`src/rtl/rc_servo_xy_pkg.sv`:
```
// Shared constants and timing helpers for the two-axis RC-servo driver.
package rc_servo_xy_pkg;

    localparam int unsigned CLK_FREQ_DEFAULT = 50_000_000;
    localparam int unsigned TICKS_US         = CLK_FREQ_DEFAULT / 1_000_000;
    localparam int unsigned FRAME            = 20_000 * TICKS_US;
    localparam int unsigned PULSE_MIN        = 1_000 * TICKS_US;
    localparam int unsigned STEP_TICKS       = 4 * TICKS_US;
    localparam int unsigned POS_MAX          = 250;
    localparam int unsigned POS_RESET        = 125;

    // Frame counter and pulse width share this width; 100_000 max width fits.
    localparam int unsigned CNT_W = 20;
    localparam int unsigned POS_W = 8;

    function automatic int unsigned ticks_us(input int unsigned clk_hz);
        return clk_hz / 1_000_000;
    endfunction

endpackage

```
`src/rtl/rc_servo_channel.sv`:
```
// One servo axis: comparator synchronizer, saturating position register and PWM compare.
module rc_servo_channel
    import rc_servo_xy_pkg::*;
#(
    parameter int unsigned CLK_FREQUENCY = CLK_FREQ_DEFAULT,
    parameter int unsigned POS_LIMIT     = POS_MAX,
    parameter int unsigned POS_INIT      = POS_RESET
) (
    input  logic             clk_i,
    input  logic             reset_i,
    input  logic             comp_async_i,
    input  logic [CNT_W-1:0] frame_cnt_i,
    input  logic             frame_end_i,
    output logic             pwm_o
);

    localparam logic [CNT_W-1:0] W_MIN      = CNT_W'(1_000 * ticks_us(CLK_FREQUENCY));
    localparam logic [CNT_W-1:0] W_STEP     = CNT_W'(4 * ticks_us(CLK_FREQUENCY));
    localparam logic [POS_W-1:0] POS_LIM_V  = POS_W'(POS_LIMIT);
    localparam logic [POS_W-1:0] POS_INIT_V = POS_W'(POS_INIT);

    logic             r_sync1;
    logic             r_sync2;
    logic [POS_W-1:0] r_pos;
    logic [POS_W-1:0] w_pos_next;
    logic [CNT_W-1:0] w_width;
    logic             r_pwm;

    always_ff @(posedge clk_i or negedge reset_i) begin
        if (!reset_i) begin
            r_sync1 <= 1'b0;
            r_sync2 <= 1'b0;
        end else begin
            r_sync1 <= comp_async_i;
            r_sync2 <= r_sync1;
        end
    end

    // Step once per frame boundary, saturating at both ends of the range.
    always_comb begin
        w_pos_next = r_pos;
        if (frame_end_i) begin
            if (r_sync2) begin
                if (r_pos < POS_LIM_V) begin
                    w_pos_next = r_pos + 1'b1;
                end
            end else if (r_pos != '0) begin
                w_pos_next = r_pos - 1'b1;
            end
        end
    end

    always_ff @(posedge clk_i or negedge reset_i) begin
        if (!reset_i) begin
            r_pos <= POS_INIT_V;
        end else begin
            r_pos <= w_pos_next;
        end
    end

    assign w_width = W_MIN + CNT_W'(r_pos) * W_STEP;

    always_ff @(posedge clk_i or negedge reset_i) begin
        if (!reset_i) begin
            r_pwm <= 1'b0;
        end else begin
            r_pwm <= (frame_cnt_i < w_width);
        end
    end

    assign pwm_o = r_pwm;

endmodule

```
`src/rtl/rc_servo_xy.sv`:
```
// Two-axis 50 Hz servo driver: shared frame counter feeding two independent channels.
module rc_servo_xy
    import rc_servo_xy_pkg::*;
#(
    parameter int unsigned CLK_FREQUENCY = CLK_FREQ_DEFAULT,
    parameter int unsigned POS_LIMIT     = POS_MAX,
    parameter int unsigned POS_INIT      = POS_RESET
) (
    input  logic clk_i,
    input  logic reset_i,
    input  logic comp_async_x_i,
    input  logic comp_async_y_i,
    output logic pwm_pin_x_o,
    output logic pwm_pin_y_o
);

    localparam logic [CNT_W-1:0] FRAME_LAST = CNT_W'(20_000 * ticks_us(CLK_FREQUENCY) - 1);

    logic [CNT_W-1:0] r_frame_cnt;
    logic             w_frame_end;

    assign w_frame_end = (r_frame_cnt == FRAME_LAST);

    always_ff @(posedge clk_i or negedge reset_i) begin
        if (!reset_i) begin
            r_frame_cnt <= '0;
        end else if (w_frame_end) begin
            r_frame_cnt <= '0;
        end else begin
            r_frame_cnt <= r_frame_cnt + 1'b1;
        end
    end

    rc_servo_channel #(
        .CLK_FREQUENCY(CLK_FREQUENCY),
        .POS_LIMIT    (POS_LIMIT),
        .POS_INIT     (POS_INIT)
    ) u_chan_x (
        .clk_i       (clk_i),
        .reset_i     (reset_i),
        .comp_async_i(comp_async_x_i),
        .frame_cnt_i (r_frame_cnt),
        .frame_end_i (w_frame_end),
        .pwm_o       (pwm_pin_x_o)
    );

    rc_servo_channel #(
        .CLK_FREQUENCY(CLK_FREQUENCY),
        .POS_LIMIT    (POS_LIMIT),
        .POS_INIT     (POS_INIT)
    ) u_chan_y (
        .clk_i       (clk_i),
        .reset_i     (reset_i),
        .comp_async_i(comp_async_y_i),
        .frame_cnt_i (r_frame_cnt),
        .frame_end_i (w_frame_end),
        .pwm_o       (pwm_pin_y_o)
    );

endmodule

```
`config.mk`:
```
export PLATFORM = sky130hd
export DESIGN_NAME = rc_servo_xy
export DESIGN_NICKNAME = d
export VERILOG_FILES = /design/src/rtl/rc_servo_xy_pkg.sv /design/src/rtl/rc_servo_channel.sv /design/src/rtl/rc_servo_xy.sv
export SDC_FILE = /design/constraint.sdc
export NUM_CORES = 1
export LEC_CHECK = 0
export BUFFER_PORTS_ARGS = -buffer_cell sky130_fd_sc_hd__buf_2
export CORE_MARGIN = 3
export CORE_UTILIZATION = 65
export DETAILED_ROUTE_END_ITERATION = 8
export PLACE_DENSITY_LB_ADDON = 0.05
export SLEW_MARGIN = 30
export SYNTH_ARGS = -nofsm -noshare
export SYNTH_HDL_FRONTEND = slang
export SYNTH_HIERARCHICAL = 1
export SYNTH_SLANG_ARGS = --single-unit
```
`constraint.sdc`:
```
create_clock -name clk_i -period 8.5 [get_ports clk_i]
set_clock_uncertainty 0.1 [all_clocks]
set_input_delay 0.85 -clock clk_i [delete_from_list [all_inputs] [get_ports clk_i]]
set_output_delay 0.85 -clock clk_i [all_outputs]
set_load 0.03 [all_outputs]
```
Word-level counts from Yosys, hierarchy flattened
Index checks and enable logic that the tools add are counted.
W data, S select, Z words.
{"block": "word_totals", "reg_bits": 42, "input_bits": 4, "output_inout_bits": 2}
{"block": "classes", "add_sub_neg": 7, "multipliers": 2, "magnitude_cmp": 4, "eq_ne": 3, "muxes": 7, "n_reduce_logical": 6}
{"op": "$mux W8", "count": 6}
{"op": "$lt A20 B20 Y1", "count": 2}
{"op": "$add A16 B16 Y17 const A", "count": 2}
{"op": "$mul A8 B5 Y13 const B", "count": 2}
{"op": "$add A20 B1 Y20 const B", "count": 1}
{"op": "$eq A20 B20 Y1 const B", "count": 1}
{"op": "$mux W20", "count": 1}
{"op": "$add A8 B1 Y8 const B", "count": 2}
{"op": "$lt A8 B8 Y1 const B", "count": 2}
{"op": "$reduce_bool A8 Y1", "count": 2}
{"op": "$sub A8 B1 Y8 const B", "count": 2}
{"op": "$reduce_and A3 Y1", "count": 2}
{"op": "$ne A2 B2 Y1 const B", "count": 2}
{"op": "$reduce_bool A2 Y1", "count": 2}

Depth between registers and ports, before layout
Gate-level depths: netlist (run 1).
{"block": "logic_depth", "depth_word": 3, "ltp_mapped": 19, "ltp_nobuf": 19}

Hierarchy
The synthesis (run 1) kept the hierarchy.
{"module": "rc_servo_channel at u_chan_x", "instances": 1, "cells_per_inst": 211, "area_per_inst_um2": 1974.4, "seq_area_each_um2": 282.8}
{"module": "rc_servo_channel at u_chan_y", "instances": 1, "cells_per_inst": 196, "area_per_inst_um2": 1859.3, "seq_area_each_um2": 282.8}
{"module": "rc_servo_xy", "instances": 1, "cells_per_inst": 97, "area_per_inst_um2": 1046.0, "seq_area_each_um2": 500.5}

Least setup slack after synthesis (run 1)
Ideal clock, no wire load.
{"block": "synth_timing", "path_kind": "register to register", "startpoint": "reg u_chan_x.r_pos[2]", "endpoint": "reg u_chan_x.r_pwm, in the netlist u_chan_x/pwm_o", "setup_time_ns": 0.077, "arrival_time_ns": 4.018, "required_ns": 8.323, "slack_ns": 4.304, "stages_incl_launch_ff": 18, "n_path_buf": 0, "period_less_slack_ns": 4.196, "cell_sequence": "dfstp_2 > inv_1 > ha_1 > ha_1 > fa_1 > ha_1 > a211oi_1 > o21ba_2 > nor3_4 > a311oi_1 > o22ai_1 > xnor2_1 > ha_1 > a21o_1 > a21o_1 > a21oi_1 > o2111ai_1 > a21oi_1"}
{"block": "synth_between", "elab_chain_cells": 3}
{"item": "start, declared", "line_no": "rc_servo_channel.sv:24", "text": "logic [POS_W-1:0] r_pos;"}
{"item": "start signal, assigned", "line_no": "rc_servo_channel.sv:57", "text": "r_pos <= w_pos_next;"}
{"item": "$mul A8 B5 Y13", "line_no": "rc_servo_channel.sv:61", "text": "assign w_width = W_MIN + CNT_W'(r_pos) * W_STEP;"}
{"item": "$add A16 B16 Y17", "line_no": "rc_servo_channel.sv:61"}
{"item": "$lt A20 B20 Y1", "line_no": "rc_servo_channel.sv:67", "text": "r_pwm <= (frame_cnt_i < w_width);"}
{"item": "end signal, assigned", "line_no": "rc_servo_channel.sv:67"}
{"item": "end, declared", "line_no": "rc_servo_channel.sv:27", "text": "logic r_pwm;"}
Every way passes these cells.
A chain may end at the register's enable or synchronous reset.

Worst setup path in the final report (run 1)
Ends and elaborated chain as after synthesis.

==> metrics, run 1 <==
run status=finished clean; DRT iter0 DRCs=131; Setup Fix Bufs, Post-CTS=0; synthesized area=4880 sq um; WP data arrival=between 4 and 5 ns; endpoints failing setup=0; met2 wire len=approximately 4500 um; Worst Max-Slew Pin Slew=around 0.90 ns; Layout Utilization=~73%; Layout Cell Area excl Fill=around 5100 sq um; final worst slack=approximately 3.8 ns; drc violations=0; library cells used by synthesis=67; CTS tree=built; GPL Wtd Cong=0.807; CP startpoint=u_chan_x/r_pos[2]; biggest regs=r_frame_cnt x20, u_chan_x/r_pos x8, u_chan_y/r_pos x8; die width=between 90 and 100 um; CTS resizes=0; Final Max Slew Viols=0; WL/cell=roughly 16 um; post-route minimum period=roughly 4.7 ns; most flop-heavy register=r_frame_cnt; Final #Nets=630; placed cell area=between 5000 and 6000 sq um; Crit Path Category=reg2reg; dpl ws=slightly below 4 ns; met3 routed wirelength=193 um; Syn-to-layout area delta=4.41%; Rel. slew slack=39.8%; Die Y=between 90 and 100 um; max FFs per register=20; net count after synthesis=about 620; Hold Buf Count CTS=0; Cells after Synth=504; core area=approximately 7000 sq um; pin count of the biggest net entering global routing=43; detailed placer's ending HPWL=about 7700 um; maximum fanout along the worst path=6; number of vias per cell=just under 6; Synth area leader=ha_1; FF+latch count, synth=between 40 and 50; total track usage=between 20% and 30%; n_diodes=0; Max Used Layer=met4; Highest Clock Rate=214 MHz; layout cells sized above 1=between 10% and 20%; die area=8580 sq um; Initial Utilization=between 60% and 70%; Reg2Reg Depth=17; main flop type after synthesis=dfrtp_1; Hold Startpoint=u_chan_y/r_sync1; antenna-violating nets left=0; Max Root-Sink Buffers=2; CTS sink count=42; Row Count=30; max-cap violation count=0; PwrDens=roughly 68 nW/um^2; top cells by area, synth=ha_1 27%, dfrtp_1 15%, dfstp_2 6.5%, xnor2_1 6.1%, xor2_1 4.1%; Tcrit/Tclk final=between 50% and 60%; WHS Path Cells=0; register area share after synthesis=21.8%; reg2reg start=u_chan_x/r_pos[2]; wirelength, routed=9540 um; VDD IR-drop max=~0.086 mV; Hold/Removal Path Class=reg2reg; Pwr Total=between 0.3 and 0.4 mW; total CTS buffers=5; total congestion overflow=0; Top Ports=6; initial antenna violation count=0; most frequent cell after synthesis=ha_1; drt pass-1 iters=4; RSZ-0062 raised after global routing=false; synth warn=6; H-Tree Depth=2; Fin Setup TNS=0 ns; root buffer cell=clkbuf_8; post-synth top area share=a little over a quarter; CP endpoint kind=flop; Port Buf Inserts=5; worst-skew pair later-pin latency=about 0.30 ns; Post-synth EDFFs=0; list of most frequent post-synthesis cells=107 x ha_1, 37 x inv_1, 34 x xnor2_1, 30 x a21oi_1, 30 x dfrtp_1; Avg Inst Size Synth=about 9.7 sq um; WL met1=approximately 4800 um; vias in the first global route=3625; WP data required=between 8 and 9 ns; leakage power=~2.6 nW; Critical Path Start Type=flop; Clk pin slew, worst setup/hold paths=about 0.090 ns; Fin. Hold Viols=0; Vias=approximately 3600; Post-synth ARST share=100%; global-route wire length before repair=~17000 um
area by class of cell:
cell class / count / area [sq um]
clock buffer: 6 / 72.6
clock inverter: 2 / 13.8
fill: 546 / 1920
inverter: 37 / 139
multi-input combinational: 420 / 3660
sequential: 42 / 1070
tap: 96 / 120
timing repair buffer: 5 / 27.5
critical path, stage by stage, from the launching register on:
cell	delay [ns]
dfstp_2	0.58
inv_1	0.08
ha_1	0.32
ha_1	0.32
fa_1	0.47
ha_1	0.38
a211oi_1	0.39
o21ba_2	0.25
nor3_4	0.06
a311oi_1	0.30
o22ai_1	0.14
xnor2_1	0.15
ha_1	0.19
a21o_1	0.17
a21o_1	0.16
a21oi_1	0.20
o2111ai_1	0.17
a21oi_1	0.16
where the power goes:
part,switching (mW),total [mW],internal (mW)
Sequential,0.000491,0.201,0.201
Clock,0.0740,0.132,0.0581
Combinational,0.00963,0.0143,0.00470
Total,0.0841,0.348,0.264
per-stage QoR:
stage               cells  hold WS [ns]
floorplan             504         0.231
global placement      600         0.233
detailed placement    600         0.245
CTS                   608         0.265
global route          608         0.269
finish                608         0.263
cell usage in the layout, fill, tap and decap left out, types with 6 or more instances in the layout:
cell      synthesis  routed
ha_1            107     107
inv_1            37      37
xnor2_1          34      34
dfrtp_1          30      30
a21oi_1          30      29
nor2_1           28      28
xor2_1           23      23
o21ai_0          22      22
nand3_1          18      18
a21o_1           18      18
nand2_1          15      15
dfstp_2          12      12
nor3_1            8       8
a211oi_1          8       8
o21a_1            8       8
fa_1              8       8
nand4_1           7       7
mux2i_1           6       6
per-layer routing:
| metal | GRT usage [%] | vias up |
|---|---|---|
| met1 | 33.0 | 1713 |
| met2 | 39.2 | 36 |
| met5 | 0 | - |
| li1 | - | 1849 |
| met3 | 2.68 | 6 |
| met4 | 5.62 | 0 |
worst paths after layout:
check,to,slack (ns)
max,u_chan_x/pwm_o,3.83
min,u_chan_y/r_sync2,0.26
max reg2reg,u_chan_x/pwm_o,3.83
min reg2reg,u_chan_y/r_sync2,0.26
max in group asynchronous,u_chan_y/r_pos[6],7.49
min in group asynchronous,r_frame_cnt[17],0.42
cell families after synthesis:
group	count (synthesis)	synth area share [%]
XOR/XNOR	60	11.2
multiplexers	7	1.46
flip-flops	42	21.8
AO/OA/AOI/OAI	116	16.2
AND/OR/NAND/NOR	122	15.2
adder cells (fa/ha/maj)	115	30.7
buffers and inverters	42	3.31
Power figures use the tool's default switching activity.
==> run 2: changes to the inputs <==
- clock period: 8.5 -> 4.6 ns (I/O delays scaled with it)
==> run 2 against run 1 <==
Flip-flop and latch count is the same. Critical path depth shrank 1. First-iteration DRC count is 1.5% higher.
==> metrics, run 2 (synthesis results as in run 1) <==
total CTS buffers=5 (unchanged); WP data arrival=4.55 ns (-0.24 ns); die area=8580 sq um (unchanged); GPL Wtd Cong=0.807 (unchanged); run status=finished clean; Rel. slew slack=41.4% (+1.6 points); most common cell after layout, fill and taps aside=ha_1; H-Tree Depth=2 (unchanged); die width=92.6 um (unchanged); biggest regs=r_frame_cnt x20, u_chan_x/r_pos x8, u_chan_y/r_pos x8; Row Count=30 (unchanged); Die Y=92.6 um (unchanged); final worst slack=0.174 ns (-3.65 ns); pin count of the biggest net entering global routing=43 (unchanged); dpl ws=0.0486 ns (-3.90 ns); max-cap violation count=0 (unchanged); initial antenna violation count=0 (unchanged); Layout Utilization=75.6% (+3.0 points); reg2reg start=u_chan_x/r_pos[2]; Initial Utilization=69.5% (unchanged); WP data required=4.72 ns (-3.90 ns); number of vias per cell=6.06 (+2.2%); DRT iter0 DRCs=133 (+1.5%); global-route wire length before repair=16700 um (+0.13%); post-route minimum period=4.43 ns (-0.248 ns); most frequent cells in the layout=105 x ha_1, 37 x inv_1, 33 x xnor2_1; Critical Path Start Type=flop; Multi-input gate area=3780 sq um (+3.5%); vias in the first global route=3628 (+0.083%); endpoints failing setup=0 (unchanged); antenna-violating nets left=0 (unchanged); core area=7020 sq um (unchanged); Top Ports=6 (unchanged); Final Max Slew Viols=0 (unchanged); Reg2Reg Setup Slack=0.17 ns (-3.65 ns); Max Root-Sink Buffers=2 (unchanged); worst-skew pair later-pin latency=0.30 ns (about the same); layout cells sized above 1=15.5% (+4.7 points); Clk pin slew, worst setup/hold paths=0.09 ns (about the same); Port Buf Inserts=5 (unchanged); CTS tree=built; Fin Setup TNS=0 ns (unchanged); CP endpoint kind=flop; wirelength, routed=10100 um (+6.3%); WL/cell=16.4 um (+4.4%); maximum fanout along the worst path=6 (unchanged); Reg2Reg Depth=16 (-1); Vias=3751 (+4.1%); leakage power=2.68 nW (+3.8%); Crit Path Category=reg2reg; max FFs per register=20 (unchanged); r2r endpoint=u_chan_x/pwm_o; Sequential Area=1070 sq um (unchanged); drc violations=0 (unchanged); number of fill cells in the layout=505 (-7.5%); Syn-to-layout area delta=8.74%; PwrDens=121 nW/um^2 (+77%); drt pass-1 iters=4 (unchanged); CP startpoint=u_chan_x/r_pos[2]; Fin. Hold Viols=0 (unchanged); total congestion overflow=0 (unchanged); total track usage=23.6% (+0.034 points); Hold/Removal Path Class=in2async; Worst Max-Slew Pin Slew=0.879 ns (-0.0244 ns); Final #Nets=641 (+1.7%); root buffer cell=clkbuf_8; detailed placer's ending HPWL=7660 um (unchanged); n_diodes=0 (unchanged); Tcrit/Tclk final=96.2% (+41 points); most flop-heavy register=r_frame_cnt; VDD IR-drop max=0.158 mV (+83%); CTS sink count=42 (unchanged); Highest Clock Rate=226 MHz (+5.6%)
-- run 2: report_power, final --
part / total [mW] / switching (mW) / internal, mW
clock: 0.242 / 0.135 / 0.107
combinational: 0.0265 / 0.0178 / 0.00868
sequential: 0.372 / 0.000962 / 0.371
total: 0.641 / 0.154 / 0.487
-- run 2: layout make-up --
cell class | count | area share, %
clock buffer | 6 | 1.37
clock inverter | 2 | 0.259
inverter | 37 | 2.62
multi-input combinational | 420 | 71.3
sequential | 42 | 20.1
tap | 96 | 2.26
timing repair buffer | 16 | 2.07
-- run 2: repair_timing --
action                     4_1_cts  5_1_grt
gates resized for setup          1       23
setup buffers                    0       11
hold buffers                     0        0
setup endpoints to repair        1        2
pin swaps                        0       12
-- run 2: per-stage QoR --
stage,cells,cell area [sq um],hold slack (ns),power [mW]
3_3_place_gp,600,5000,0.233,0.405
3_5_place_dp,600,5000,0.245,0.406
2_1_floorplan,504,4880,0.0644,0.394
4_1_cts,608,5090,0.157,0.646
6_report,619,5310,0.0275,0.641
5_1_grt,619,5310,0.0532,0.667
-- run 2: worst max-delay path by stage --
stage,end,depth (start not counted)
after global placement,u_chan_x/pwm_o,17
after detailed placement,u_chan_x/pwm_o,17
after global routing,u_chan_x/pwm_o,16
final,u_chan_x/pwm_o,16
after CTS,u_chan_x/pwm_o,17
after floorplan,u_chan_x/pwm_o,17
-- run 2: layer usage --
metal,wire (um),track usage (%),part of all wire [%],vias to the layer above
li1,-,-,-,1870
met1,4870,33.1,48,1811
met2,4920,39.3,49,60
met3,249,2.68,2.5,10
met4,97,5.62,0.96,0
met5,0,0,0,-
-- run 2: critical path, cell delays in order, from the launching register on --
cell and delay [ns]:
dfstp_2 0.57, inv_1 0.08, ha_1 0.32, ha_1 0.32, fa_1 0.47, ha_2 0.45, a211oi_1 0.13, a2111o_1 0.41
a32oi_2 0.22, nand3_1 0.14, o21ai_0 0.11, ha_1 0.27, a21o_1 0.16, a21o_1 0.18, a21oi_2 0.16, o2111ai_1 0.13
a21oi_1 0.15
